[config.mk]
export PLATFORM = sky130hd
export DESIGN_NAME = fifo_pack4
export DESIGN_NICKNAME = d
export VERILOG_FILES = /design/src/rtl/fifo_pack4.sv
export SDC_FILE = /design/constraint.sdc
export NUM_CORES = 1
export LEC_CHECK = 0
export CELL_PAD_IN_SITES_DETAIL_PLACEMENT = 1
export CELL_PAD_IN_SITES_GLOBAL_PLACEMENT = 2
export CORE_MARGIN = 8
export CORE_UTILIZATION = 30
export CTS_CLUSTER_SIZE = 10
export DETAILED_ROUTE_END_ITERATION = 16
export PLACE_DENSITY = 0.63
export SYNTH_ARGS = -nofsm -noshare
export SYNTH_HDL_FRONTEND = slang
export SYNTH_SLANG_ARGS = --single-unit
[constraint.sdc]
create_clock -name wclk -period 4.9 [get_ports wclk]
set_input_delay 0.98 -clock wclk [delete_from_list [all_inputs] [get_ports wclk]]
set_output_delay 0.98 -clock wclk [all_outputs]
set_load 0.1 [all_outputs]
[src/rtl/fifo_pack4.sv]
// Single-clock packing FIFO: DSIZE-bit writes every clock, 4*DSIZE-bit packed reads on a DIV-clock tick.
// Optional sticky overflow flag werr enabled by defining FIFO_PACK4_OVERFLOW_FLAG_EN.
module fifo_pack4 #(
    parameter int DSIZE = 8,
    parameter int ASIZE = 4,
    parameter int DIV   = 4
) (
    input  logic                 wclk,
    input  logic                 wrstn,
    input  logic                 wren,
    input  logic [DSIZE-1:0]     wdata,
    input  logic                 rden,
    output logic                 wfull,
    output logic                 rempty,
    output logic [4*DSIZE-1:0]   rdata,
    output logic                 rdready,
    output logic                 rd_tick,
    output logic [ASIZE-1:0]     wraddr,
    output logic [ASIZE-1:0]     rdaddr,
    output logic                 werr
);

    localparam int DEPTH = 1 << ASIZE;
    localparam int CW    = (DIV > 1) ? $clog2(DIV) : 1;

    localparam logic [ASIZE:0]  FULL_C      = (ASIZE+1)'(DEPTH);
    localparam logic [ASIZE:0]  EMPTY_C     = (ASIZE+1)'(0);
    localparam logic [ASIZE:0]  PACK_C      = (ASIZE+1)'(4);
    localparam logic [ASIZE:0]  ONE_C       = (ASIZE+1)'(1);
    localparam logic [ASIZE:0]  NET_C       = (ASIZE+1)'(3);
    localparam logic [CW-1:0]   TICK_LAST_C = CW'(DIV - 1);

    logic [DSIZE-1:0]   mem_r [DEPTH];
    logic [ASIZE-1:0]   wraddr_r;
    logic [ASIZE-1:0]   rdaddr_r;
    logic [ASIZE:0]     count_r;
    logic [CW-1:0]      div_cnt_r;
    logic [4*DSIZE-1:0] rdata_r;
    logic               rdready_r;
    logic               rd_tick_r;
    logic               wfull_r;
    logic               rempty_r;

    logic               wr_acc_s;
    logic               rd_acc_s;
    logic [ASIZE:0]     count_nxt_s;
    logic [CW-1:0]      div_cnt_nxt_s;
    logic [4*DSIZE-1:0] rd_word_s;

    // Accept decisions, next occupancy and next divider value.
    always_comb begin
        wr_acc_s      = wren & ~wfull_r;
        rd_acc_s      = rd_tick_r & rden & (count_r >= PACK_C);
        count_nxt_s   = count_r;
        div_cnt_nxt_s = div_cnt_r;
        if (wr_acc_s && rd_acc_s) begin
            count_nxt_s = count_r - NET_C;
        end else if (wr_acc_s) begin
            count_nxt_s = count_r + ONE_C;
        end else if (rd_acc_s) begin
            count_nxt_s = count_r - PACK_C;
        end else begin
            count_nxt_s = count_r;
        end
        if (div_cnt_r == TICK_LAST_C) begin
            div_cnt_nxt_s = '0;
        end else begin
            div_cnt_nxt_s = div_cnt_r + CW'(1);
        end
    end

    // Gather four consecutive entries, oldest into the most significant lane; indices wrap mod depth.
    always_comb begin
        rd_word_s = '0;
        for (int i = 0; i < 4; i++) begin
            rd_word_s[(3-i)*DSIZE +: DSIZE] = mem_r[rdaddr_r + ASIZE'(i)];
        end
    end

    // Storage array and write pointer; a full FIFO never accepts, even when a read frees space this cycle.
    always_ff @(posedge wclk or negedge wrstn) begin
        if (!wrstn) begin
            for (int i = 0; i < DEPTH; i++) begin
                mem_r[i] <= '0;
            end
            wraddr_r <= '0;
        end else if (wr_acc_s) begin
            mem_r[wraddr_r] <= wdata;
            wraddr_r        <= wraddr_r + ASIZE'(1);
        end
    end

    // Packed read path: rdata holds between accepted reads, rdready pulses for one clock.
    always_ff @(posedge wclk or negedge wrstn) begin
        if (!wrstn) begin
            rdaddr_r  <= '0;
            rdata_r   <= '0;
            rdready_r <= 1'b0;
        end else if (rd_acc_s) begin
            rdaddr_r  <= rdaddr_r + ASIZE'(4);
            rdata_r   <= rd_word_s;
            rdready_r <= 1'b1;
        end else begin
            rdready_r <= 1'b0;
        end
    end

    // Occupancy, status flags and read-tick divider, all registered from next-state values.
    always_ff @(posedge wclk or negedge wrstn) begin
        if (!wrstn) begin
            count_r   <= '0;
            wfull_r   <= 1'b0;
            rempty_r  <= 1'b1;
            div_cnt_r <= '0;
            rd_tick_r <= 1'b0;
        end else begin
            count_r   <= count_nxt_s;
            wfull_r   <= (count_nxt_s == FULL_C);
            rempty_r  <= (count_nxt_s == EMPTY_C);
            div_cnt_r <= div_cnt_nxt_s;
            rd_tick_r <= (div_cnt_nxt_s == TICK_LAST_C);
        end
    end

`ifdef FIFO_PACK4_OVERFLOW_FLAG_EN
    logic werr_r;

    // Sticky overflow: any write attempt while full, cleared only by reset.
    always_ff @(posedge wclk or negedge wrstn) begin
        if (!wrstn) begin
            werr_r <= 1'b0;
        end else if (wren && wfull_r) begin
            werr_r <= 1'b1;
        end
    end

    assign werr = werr_r;
`else
    assign werr = 1'b0;
`endif

    assign wfull   = wfull_r;
    assign rempty  = rempty_r;
    assign rdata   = rdata_r;
    assign rdready = rdready_r;
    assign rd_tick = rd_tick_r;
    assign wraddr  = wraddr_r;
    assign rdaddr  = rdaddr_r;

endmodule

-- Word-level counts from Yosys, hierarchy flattened
Index checks and enable logic that the tools add are counted.
- flip-flop bits (word level): 179
- input port bits: 12
- output and inout port bits: 45
- logic and storage cells: 76
- $add $sub $neg: 9
- order comparisons: 7
- eq/ne operators: 3
- mux-type cells: 20
- bitwise logic cells: 9
- reductions and logical operators: 3
- operators by type and width (kind ; number):
    $bmux 8 s4 ; 4
    $bwmux 128 ; 1
    $mux 8 ; 9
    $demux 8 s4 ; 1
    $ge 5x5->1 const B ; 5
    $not 4->5 ; 5
    $mux 5 ; 3
    $add 4x1->4 const B ; 2
    $add 4x2->4 const B ; 2
    $add 5x1->5 const B ; 1
    $eq 5x5->1 const B ; 1
    $ge 5x3->1 const B ; 1
    $logic_not 5->1 ; 1
    $lt 5x1->1 const B ; 1
    $sub 5x2->5 const B ; 1
    $sub 5x3->5 const B ; 1
    $add 4x3->4 const B ; 1
    $eq 2x2->1 const B ; 2
    $and 1x1->1 ; 3
    $add 2x1->2 const B ; 1
    $logic_and 1x1->1 ; 2
    $mux 2 ; 1
    $mux 1 ; 1
    $not 1->1 ; 1

-- Logic depth before layout (Yosys ltp)
- depth after elaboration: 6
- gate-level depth with buffers: 8
- mapped depth without buffers: 7

-- Least setup slack after synthesis
OpenSTA, ideal clock, no wires.
- path type: register to register
- start point: reg rdaddr_r[2] (netlist: rdaddr[2])
- end point: reg rdata_r[10] (netlist: rdata[10])
- library setup time: 0.125 ns
- arrival time: 2.321 ns
- required time: 4.775 ns
- setup slack: 2.453 ns
- cell stages (with the launch flop): 5
- path buffers: 2
- period minus slack after synthesis: 2.447 ns
- path through: dfrtp_1 > buf_2 > buf_2 > mux4_2 > mux2_2
- word-level cells in the longest chain between the ends: 5
- ends and longest elaborated chain (element ; RTL line ; text):
    start, declared ; 35 ; logic [ASIZE-1:0] rdaddr_r;
    start signal, assigned ; 100 ; rdaddr_r <= rdaddr_r + ASIZE'(4);
    $add 4x2->4 ; 76 ; rd_word_s[(3-i)*DSIZE +: DSIZE] = mem_r[rdaddr_r + ASIZE'(i)];
    $not 4->5 (implied by the code) ; 76 ;
    $bmux 8 s4 ; 76 ;
    $mux 8 (implied by the code) (2 in a row) ; 76 ;
    end signal, assigned ; 101 ; rdata_r <= rd_word_s;
    end, declared ; 38 ; logic [4*DSIZE-1:0] rdata_r;
Every way passes these cells. The select of a mux whose other input is x is not followed.
A chain may end at the register's enable or synchronous reset.

-- Final worst setup path
- start point: reg wraddr_r[2] (netlist: wraddr[2])
- end point: out wraddr[2]
- RTL lines (element ; RTL line ; text):
    start, declared ; 34 ; logic [ASIZE-1:0] wraddr_r;
    start signal, assigned ; 89 ; wraddr_r <= wraddr_r + ASIZE'(1);
    end, declared ; 18 ; output logic [ASIZE-1:0] wraddr,
No word-level cell between the ends.

==> impl_metrics.ini <==
[cts]
root_buffer = clkbuf_16
clock-sinks = 177
tritoncts = yes
clk_pin_slew_ns = 0.07
hold_buffers = 0
cts_inserted_buffers = 17
htree_levels = 4
cts-resized-gates = 0
clock_latency_ns = 0.43
cts_setup_buffers = 0
clockBufferDepth = 2

[status]
status = finished, final reports clean

[die]
core_area_mm2 = 0.0252
dieArea_mm2 = 0.0309
start_util_pct = 30.5
die_height_um = 176
rows = 58
boundaryPins = 57
fp.dieW_um = 176

[sta]
finClkSkew_ns = 0.0154
post-route-min-period_ns = 3.13
finalSetupTns_ns = 0
tightest_slew_ns = 1.07
hold_violations = 0
final.setup.worst_slack_ns = 1.77
finalSetupViolations = 0
rsz0062_at_grt = false
finalMaxSlewViolations = 0
finalCritPeriodShare_pct = 63.9
relSlewSlack_pct = 28.2
max_freq_mhz = 319
fin_hold_ws_ns = 0.456

[power]
sequentialPowerShare_pct = 35.5
power_w = 0.00714
switchingPower_w = 0.00285
clkPwrFrac_pct = 20.1
p_int_w = 0.00430
p_per_area_mw_per_mm2 = 779
pwr-share-comb_pct = 44.4
switching_share_pct = 39.8
peakVddDrop_v = 0.000355
p_leak_nw = 3.87

[setup_path]
crit_chain = clkdlybuf4s50_1
cp.buffers_inverters = 1
path_depth = 1
r2r_cells = 6
crit_path_end_kind = output port
crit_start = wraddr[2]
path_delay_family = buffers and inverters
cp-start-kind = flip-flop
critPathArrivalTime_ns = 2.15
r2r_start = count_r[0]
path_max_fanout = 7
worstSetupPathType = reg -> out
critPathRequiredTime_ns = 3.92
cpMaxStageDelayCell = clkdlybuf4s50_1
cpPeakStageDelay_ns = 1.23

[yosys]
ys_top_cells_by_area = dfrtp_1, mux2_2, mux4_2
synth.area.mux_share_pct = 33.2
synth_edf_count = 0
synth.avg_cell_area_um2 = 16.0
ys_warn_count = 0
synth-xor-area-share_pct = 1.14
yosysUniqueCellTypes = 34
ys_ff_latch = 177
ys.flop_type = dfrtp_1
mappedNetlistArea_mm2 = 0.00767
synth_top_family_by_area = multiplexers
yosysTopAreaCellShare_pct = 57.4
synth_compound_area_share_pct = 0.734
ys_seq_area_share_pct = 57.7
netlist_instances = 479
synth_top_area_cell = dfrtp_1
yosys.area_share.simple_pct = 3.15
async_flop_share_pct = 100
synthAdderAreaFrac_pct = 1.79

[global_route]
grt_pass1_wl_um = 28600
antenna_found_initial = 0
grt_max_degree = 109
grt.overflow.total = 0
grt_pass1_vias = 4790
grtUsageTotal_pct = 12.1

[run]
drv_cap = 0

[route]
vias_per_cell = 4.76
drtAntennaViolNets = 0
dr.pass1.iters = 5
num_vias = 4157
wirelength_um = 17400
drc = 0
drt_iter0_markers = 195
wl_per_cell_um = 20.0

[placement]
io_buffers = 53
finalWeightedCongestion = 0.690
postPlaceCellArea_mm2 = 0.00854
dp_hpwl_um = 11100
dp_slack_ns = 1.69

[min_path]
min_path_type = reg -> reg
hold_path.startpoint = div_cnt_r[0]
hold_depth = 1

[cells_and_area]
diodes = 0
fillers = 2568
fin_area_mm2 = 0.00916
ff_latch_area_mm2 = 0.00443
drive_above_1_share_pct = 45.5
fin_nets = 553
syn_to_final_growth_pct = 19.4
multiInputGateArea_mm2 = 0.00309
[cell usage in the layout, fill, tap and decap left out, types with 2 or more instances in the layout]
cell type,instances
buf_4,3
xor2_1,2
clkdlybuf4s50_1,52
clkinv_2,3
dfrtp_1,175
clkbuf_16,17
nand2b_1,2
inv_1,8
mux2_2,160
nand2_1,10
ha_1,11
conb_1,3
nand3_1,8
inv_6,2
nor2_2,12
clkinvlp_4,4
bufinv_16,4
mux4_2,32
nor2_1,3
o21ai_0,2
xnor2_1,8
[path summary, 6_finish.rpt]
path                           endpoint  slack (ns)
hold reg to reg            div_cnt_r[0]        0.46
setup reg to reg              rdata[10]        2.56
hold / removal             div_cnt_r[0]        0.46
setup / recovery              wraddr[2]        1.77
min in group asynchronous     rdata[25]        0.66
max in group asynchronous        rempty        3.19
[through the flow]
step                instances  util, %
global placement          841     33.9
floorplan                 481        -
global route              873     36.4
CTS                       873     36.4
finish                    873     36.4
detailed placement        841     33.9
[sequential cells by signal, summed over array words and instances (netlist names), 2 cells and up]
register,count
div_cnt_r,2
rdaddr,2
count_r,5
wraddr,4
rdata,32
mem_r,128
[power groups by stage]
stage | clock network, W | registers, W | logic (W)
after detailed placement | 0 | 0.00257 | 0.00322
after CTS | 0.00148 | 0.00255 | 0.00323
final | 0.00144 | 0.00254 | 0.00317
after floorplan | 0 | 0.00352 | 0.00144
after global placement | 0 | 0.00250 | 0.00316
after global routing | 0.00154 | 0.00264 | 0.00337
[final cells by class]
| type | count | area share (%) |
|---|---|---|
| Tap cell | 330 | 4.51 |
| Multi-Input combinational cell | 269 | 33.7 |
| Sequential cell | 177 | 48.4 |
| Inverter | 8 | 0.328 |
| Timing Repair Buffer | 57 | 6.27 |
| Clock buffer | 19 | 4.83 |
| Clock inverter | 13 | 1.99 |
[synthesized netlist by cell type (3+ instances only)]
cell type	n
dfrtp_1	176
mux2_2	160
mux4_2	32
clkbuf_1	14
nor2_2	12
ha_1	11
nand2_1	10
buf_2	8
inv_1	8
nand3_1	8
xnor2_1	8
nor2_1	4
buf_4	3
[layer usage]
metal / GRT usage (%) / vias to the layer above / share of wire, %
met3: 2.43 / 21 / 2.4
met4: 4.80 / 0 / 1.9
li1: - / 1834 / -
met2: 19.6 / 61 / 50
met5: 0 / - / 0
met1: 15.6 / 2241 / 45
[cell families (layout without fill, tap and decap cells)]
group                    Yosys count  count (layout)
XOR/XNOR                          10              10
adder cells (fa/ha/maj)           11              11
AND/OR/NAND/NOR                   44              44
AO/OA/AOI/OAI                      7               7
flip-flops                       177             177
other                              1               3
buffers and inverters             35              97
multiplexers                     194             194
(Power assumes the default switching activity.)
